==> src/rtl/m_imem_loader.sv <==
// Boot-time loader: assembles a little-endian byte stream into 32-bit instruction-memory writes
// and holds the processor in reset until the image is complete. Optional checksum: IMEM_LOADER_CKSUM_EN.
module m_imem_loader #(
    parameter int ADDR_W = 12,
    parameter int DEPTH  = 4096
) (
    input  logic              w_clk,
    input  logic              w_rst_n,
    input  logic              w_valid,
    input  logic [7:0]        w_data,
    output logic              w_ready,
    input  logic              w_restart,
    output logic              r_we,
    output logic [ADDR_W-1:0] r_addr,
    output logic [31:0]       r_wdata,
    output logic              r_proc_rst,
    output logic              r_done,
    output logic              r_err,
    output logic [2:0]        r_dbg_state
);

    typedef enum logic [2:0] {
        S_CNT0 = 3'd0,
        S_CNT1 = 3'd1,
        S_DATA = 3'd2,
`ifdef IMEM_LOADER_CKSUM_EN
        S_CSUM = 3'd3,
`endif
        S_DONE = 3'd4,
        S_ERR  = 3'd5
    } state_t;

    localparam logic [16:0] DEPTH_L = 17'(DEPTH);

    state_t      state, state_nxt;
    logic [1:0]  byte_cnt;
    logic [15:0] word_cnt;
    logic [15:0] count;
    logic [23:0] word_buf;
    logic [15:0] count_full;
    logic        xfer;
    logic        last_word;
    logic        restart;
`ifdef IMEM_LOADER_CKSUM_EN
    logic [7:0]  sum;
    logic [7:0]  sum_chk;
    assign sum_chk = sum + w_data;
`endif

    // Valid/ready: a byte moves on a rising edge where w_valid && w_ready; w_ready depends
    // only on state, so the source may hold w_valid high indefinitely in DONE/ERR.
    assign xfer        = w_valid && w_ready;
    assign count_full  = {w_data, count[7:0]};
    assign last_word   = (word_cnt == (count - 16'd1));
    assign restart     = ((state == S_DONE) || (state == S_ERR)) && w_restart;
    assign r_dbg_state = state;

    always_ff @(posedge w_clk or negedge w_rst_n) begin
        if (!w_rst_n) state <= S_CNT0;
        else          state <= state_nxt;
    end

    always_comb begin
        state_nxt = state;
        w_ready   = 1'b0;
        case (state)
            S_CNT0: begin
                w_ready = 1'b1;
                if (xfer) state_nxt = S_CNT1;
            end
            S_CNT1: begin
                w_ready = 1'b1;
                if (xfer) begin
                    if (count_full == 16'd0)
`ifdef IMEM_LOADER_CKSUM_EN
                        state_nxt = S_CSUM;
`else
                        state_nxt = S_DONE;
`endif
                    else if ({1'b0, count_full} > DEPTH_L)
                        state_nxt = S_ERR;
                    else
                        state_nxt = S_DATA;
                end
            end
            S_DATA: begin
                w_ready = 1'b1;
                if (xfer && (byte_cnt == 2'd3) && last_word)
`ifdef IMEM_LOADER_CKSUM_EN
                    state_nxt = S_CSUM;
`else
                    state_nxt = S_DONE;
`endif
            end
`ifdef IMEM_LOADER_CKSUM_EN
            S_CSUM: begin
                w_ready = 1'b1;
                if (xfer) state_nxt = (sum_chk == 8'h00) ? S_DONE : S_ERR;
            end
`endif
            S_DONE, S_ERR: begin
                if (w_restart) state_nxt = S_CNT0;
            end
            default: state_nxt = S_CNT0;
        endcase
    end

    // Status outputs are registered from the next state so they change with the final write.
    always_ff @(posedge w_clk or negedge w_rst_n) begin
        if (!w_rst_n) begin
            r_we       <= 1'b0;
            r_addr     <= '0;
            r_wdata    <= '0;
            r_proc_rst <= 1'b1;
            r_done     <= 1'b0;
            r_err      <= 1'b0;
            byte_cnt   <= '0;
            word_cnt   <= '0;
            count      <= '0;
            word_buf   <= '0;
`ifdef IMEM_LOADER_CKSUM_EN
            sum        <= '0;
`endif
        end else begin
            r_we       <= 1'b0;
            r_done     <= (state_nxt == S_DONE);
            r_err      <= (state_nxt == S_ERR);
            r_proc_rst <= (state_nxt != S_DONE);
            if (restart) begin
                byte_cnt <= '0;
                word_cnt <= '0;
                count    <= '0;
`ifdef IMEM_LOADER_CKSUM_EN
                sum      <= '0;
`endif
            end else if (xfer) begin
                case (state)
                    S_CNT0: count[7:0]  <= w_data;
                    S_CNT1: count[15:8] <= w_data;
                    S_DATA: begin
                        byte_cnt <= byte_cnt + 2'd1;
`ifdef IMEM_LOADER_CKSUM_EN
                        sum      <= sum + w_data;
`endif
                        case (byte_cnt)
                            2'd0: word_buf[7:0]   <= w_data;
                            2'd1: word_buf[15:8]  <= w_data;
                            2'd2: word_buf[23:16] <= w_data;
                            default: begin
                                r_we     <= 1'b1;
                                r_addr   <= word_cnt[ADDR_W-1:0];
                                r_wdata  <= {w_data, word_buf};
                                word_cnt <= word_cnt + 16'd1;
                            end
                        endcase
                    end
                    default: ;
                endcase
            end
        end
    end

endmodule

==> config.mk <==
export PLATFORM = sky130hd
export DESIGN_NAME = m_imem_loader
export DESIGN_NICKNAME = d
export VERILOG_FILES = /design/src/rtl/m_imem_loader.sv
export SDC_FILE = /design/constraint.sdc
export NUM_CORES = 1
export LEC_CHECK = 0
export CAP_MARGIN = 20
export CORE_MARGIN = 1
export CORE_UTILIZATION = 35
export CTS_CLUSTER_DIAMETER = 50
export DETAILED_ROUTE_END_ITERATION = 8
export REMOVE_ABC_BUFFERS = 1
export SLEW_MARGIN = 20
export SYNTH_ARGS = -nofsm -noshare
export SYNTH_HDL_FRONTEND = slang
export SYNTH_SLANG_ARGS = --single-unit
==> constraint.sdc <==
create_clock -name w_clk -period 2.4 [get_ports w_clk]
set_clock_uncertainty 0.15 [all_clocks]
set_input_delay 0.24 -clock w_clk [delete_from_list [all_inputs] [get_ports w_clk]]
set_output_delay 0.24 -clock w_clk [all_outputs]
set_load 0.01 [all_outputs]
Yosys cells after proc, flatten, opt, wreduce, memory -nomap -nowiden
Index checks and enable logic that the tools add are counted.

storage, ports and cells
  input port bits = 12
  word-level logic and storage cells = 78
  output and inout port bits = 52
  bits in registers = 109

operators by class
  eq/ne operators = 12
  add/subtract/negate cells = 3
  magnitude comparators = 1
  reductions and logical operators = 23
  mux-type cells = 23
  bitwise gates (word level) = 2

operators by type and width
  operator                                                          count
  2-to-1 mux 16 bit                                                 6
  2-to-1 mux 3 bit                                                  6
  adder 16 x 1 -> 16 bit (second input constant)                    1
  equality test 16 bit                                              1
  greater-than comparator 16 x 13 -> 1 bit (second input constant)  1
  zero test 16 bit                                                  1
  2-to-1 mux 8 bit                                                  2
  AND reduction 4 bit                                               4
  subtractor 16 x 1 -> 16 bit (second input constant)               1
  equality test 3 bit (second input constant)                       4
  one-hot mux 3 bit (4 select lines)                                1
  nonzero test 2 bit                                                4
  2-to-1 mux 2 bit                                                  3
  AND reduction 2 bit                                               3
  OR reduction 3 bit                                                2
  2-to-1 mux 1 bit                                                  5
  equality test 2 bit (second input constant)                       2
  logical AND 1 bit                                                 4
  equality test 3 x 1 -> 1 bit (second input constant)              1
  equality test 3 x 2 -> 1 bit (second input constant)              1
  zero test 3 bit                                                   1
  != test 3 bit (second input constant)                             1
  AND reduction 3 bit                                               1
  adder 2 x 1 -> 2 bit (second input constant)                      1
  other kinds (6)                                                   7

Depth between registers and ports, before layout
  depth in word-level cells = 9
  gate-level depth with buffers = 9
  depth with buffers taken out = 8

Worst setup path after synthesis
No wires, ideal clock.

  path kind = reg-to-reg
  from = register count[0]
  to = register r_done
  setup slack = 0.095 ns
  clock period less this slack = 2.305 ns
  library setup time = 0.124 ns
  required time = 2.126 ns
  buffers on the path = 0
  stages on the path, launching flop included = 9
  arrival time = 2.031 ns
  cell sequence = dfrtp_1 inv_1 ha_1 or3b_2 o31a_1 nor3_1 o32a_1 nor2_1 or2_1

on the way
  cells in the longest elaborated chain, start to end = 6
  elaborated cells on any way between the ends = 11
  those cells by class = add/sub: 1; order compare: 1; eq/ne: 2; mux: 5; reduce/logical: 2

ends and longest elaborated chain
  what                                                                                            RTL line  source
  from (decl)                                                                                     38        logic [15:0] count;
  from (signal assigned)                                                                          138       S_CNT0: count[7:0] <= w_data;
  subtractor 16 x 1 -> 16 bit / greater-than comparator 16 x 13 -> 1 bit (equally long branches)  54, 80
  equality test 16 bit / 2-to-1 mux 3 bit (equally long branches)                                 54, 80
  logical AND 1 bit / 2-to-1 mux 3 bit (equally long branches)                                    88, 74
  2-to-1 mux 3 bit (on tied branches)                                                             88, 73
  one-hot mux 3 bit (4 select lines) (*)                                                          66        case (state)
  equality test 3 bit (*)                                                                         126       r_done <= (state_nxt == S_DONE);
  to (signal assigned)                                                                            126
  to (decl)                                                                                       17        output logic r_done,

Mark *: on every way between the ends. The rest lies on a longest branch, timed or not.
A chain may end at the register's enable or synchronous reset.

Final worst setup path
  from = register count[7]
  to = register r_done

The elaborated chain is that of the path after synthesis.

==> run metrics <==
first-pass GRT wire length=19800 microns; ratio of cells with drive above 1 in the final layout=21.3%; P_leak=0.00313 uW; Worst Setup Slack, final=0.0533 ns; Clock power frac=25.0%; Cell Pwr Density=920 mW/mm^2; final hold vios=0; Total Routed Length=12000 microns; die area=0.0149 sq mm; Worst path max stage delay=0.59 ns; ANT nets after route=0; Seq. cell area=0.00273 sq mm; #FFs+latches synth=109; H-tree depth=3; multi-input gate area in the final layout=0.00223 sq mm; switch share=35.1%; num ports=64; count of different cell masters after synthesis=51; DR vias/cell=4.91; Pint=3880 uW; via count=3761; fin crit share=97.8%; Die Ht=122 microns; Setup crit start kind=flip-flop; outcome=complete, no violations; slew at the pin closest to its max-slew limit=0.582 ns; Post-synth EDFFs=0; # diodes=0; crit path time final=2.35 ns; worst slack, placed=-0.0649 ns; crit-path cells=or4_4 > o32a_1 > nor2_1 > nor4_2 > buf_4 > and4_4 > or2_1; # port buffers=63; GRT Total Usage=17.4%; relative slew slack=61.2%; setup TNS=0 ns; most common cell after layout, fill and taps aside=nand2_1; clock transition at the registers of the reported paths=0.08 ns; Slew Viols, Final=0; Detailed Place HPWL=8540 microns; ys flop type=dfrtp_1; Synth Cell Area=0.00505 sq mm; mean post-synth cell area=10.4 sq um; length of the first detailed-routing pass in iterations=4; Fillers=1359; antenna violations before repair=0; Data required, critical path=2.50 ns; most frequent cells in the layout=117 x nand2_1, 108 x dfrtp_1, 62 x clkdlybuf4s50_1; CTS tree=yes; Syn-to-layout area delta=28.9%; Crit Path Max Fanout=5; Hold Path Class=in -> async; combinational share of power=38.5%; RePlAce Congestion=0.850; Max clock buf depth=2; WL/cell=15.6 microns; Psw=2100 uW; Site Rows=43; Worst setup EP type=flip-flop; Core ar.=0.0140 sq mm; WS Path Type=reg -> reg; final setup violation count=0; fin nets=600; slowest CP cell=or4_4; pin count of the biggest net entering global routing=110; CP bufs+invs=1; share of power burned in registers=36.5%; Crit path arrival time=2.44 ns; Chip Width=122 microns; drt initial violations=161; CTS Buf Count=9; initial cell density of the core=36.1%; clock sink count=109; Yosys warnings=0; FMAX=426 MHz; RSZ-0062 raised after global routing=no; remaining global-route overflow=0; asr flop ratio synth=100%; Crit path max-delay family=simple AND/OR/NAND/NOR gates; post-synthesis instance total=485; vias in the first global route=3820; residual DRC count=0; Max IR drop VDD=0.000565 V; maxcap violations=0; clk_lat worst skew=0.36 ns; Seq/Total Area, Yosys=54.0%; CTS root buf=clkbuf_16
metrics by stage:
step	hold WS, ns	total power (uW)	std cells	instance area [sq um]	util, %
finish	0.312	5990	766	6510	46.5
global route	0.350	6320	766	6510	46.5
CTS	0.319	5920	765	6460	46.2
detailed placement	0.215	4390	748	6150	44.0
global placement	0.208	4370	748	6150	44.0
floorplan	-0.206	3500	460	4940	-
area by class of cell:
cell class,count,area share [%]
multi-input combinational,344,34.2
clock buffer,9,3.46
tap,180,3.46
timing repair buffer,110,15.3
clock inverter,7,1.19
sequential,109,41.9
inverter,7,0.404
power by group through the flow:
| stage | clock [uW] | combinational [uW] | sequential, uW |
|---|---|---|---|
| 5_1_grt | 1610 | 2500 | 2210 |
| 3_3_place_gp | 0 | 2150 | 2220 |
| 3_5_place_dp | 0 | 2170 | 2220 |
| 6_report | 1500 | 2300 | 2190 |
| 4_1_cts | 1540 | 2180 | 2190 |
| 2_1_floorplan | 0 | 1230 | 2280 |
timing repair:
item / CTS / global route
hold endpoints to repair: 108 / 0
resized for setup: 0 / 10
endpoints found under the setup margin: 0 / 4
hold buffers: 1 / 0
buffers inserted: 0 / 1
metal layers:
layer	vias up	part of all wire (%)	global-route usage, %
met1	1862	49	23.7
li1	1821	-	-
met5	-	0	0
met3	12	3.3	3.32
met2	66	47	27.9
met4	0	1.2	5.26
tightest hold or removal path, delay by kind of cell:
family / cells / cell delay (ns)
buf+inv: 3 / 1.04
cell usage after synthesis (all sizes together) (2+ instances only):
cell type,n,area (sq um)
inv,7,26.3
nor2,31,133
xor2,19,166
nor3b,2,15.0
mux2,43,484
nor2b,4,25.0
nor4,10,62.6
dfrtp,108,2700
xnor2,17,156
a21o,3,22.5
a21oi,22,110
or3,4,30.0
clkbuf,20,75.1
or4,3,30.0
nand4,7,43.8
nor3,8,40.0
a21boi,2,15.0
o32a,2,20.0
ha,7,87.6
buf,5,31.3
nand2,118,443
nand3b,2,15.0
o31ai,2,15.0
nand2b,5,31.3
and2,3,18.8
o21ai,5,25.0
nand3,8,40.0
and3,3,18.8
state kept, by name (all words and copies together) (netlist names):
| signal | cells |
|---|---|
| byte_cnt | 2 |
| count | 16 |
| r_addr | 12 |
| r_dbg_state | 3 |
| r_done | 1 |
| r_err | 1 |
| r_proc_rst | 1 |
| r_wdata | 32 |
| r_we | 1 |
| word_buf | 24 |
| word_cnt | 16 |
kinds of logic after synthesis:
group                      count (synthesis)  share of synthesized area (%)
adders and majority gates                  7                           1.73
AOI/OAI and AO/OA                         45                           6.00
muxes                                     43                           9.59
xor gates and xnor gates                  36                           6.39
DFF                                      109                           54.0
and+or+nand+nor                          213                           19.6
buffers and inverters                     32                           2.63
worst paths after layout:
path | from | to | slack, ns | cells past startpoint
max | count[7] | r_done | 0.05 | 7
min in group w_clk | word_buf[2] | r_wdata[2] | 0.32 | 2
max reg2reg | count[7] | r_done | 0.05 | 7
max in group asynchronous | w_rst_n | word_buf[18] | 1.34 | 3
min reg2reg | word_buf[2] | r_wdata[2] | 0.32 | 2
min | w_rst_n | r_wdata[30] | 0.31 | 3
No activity file was read; power rests on OpenSTA's default activity.
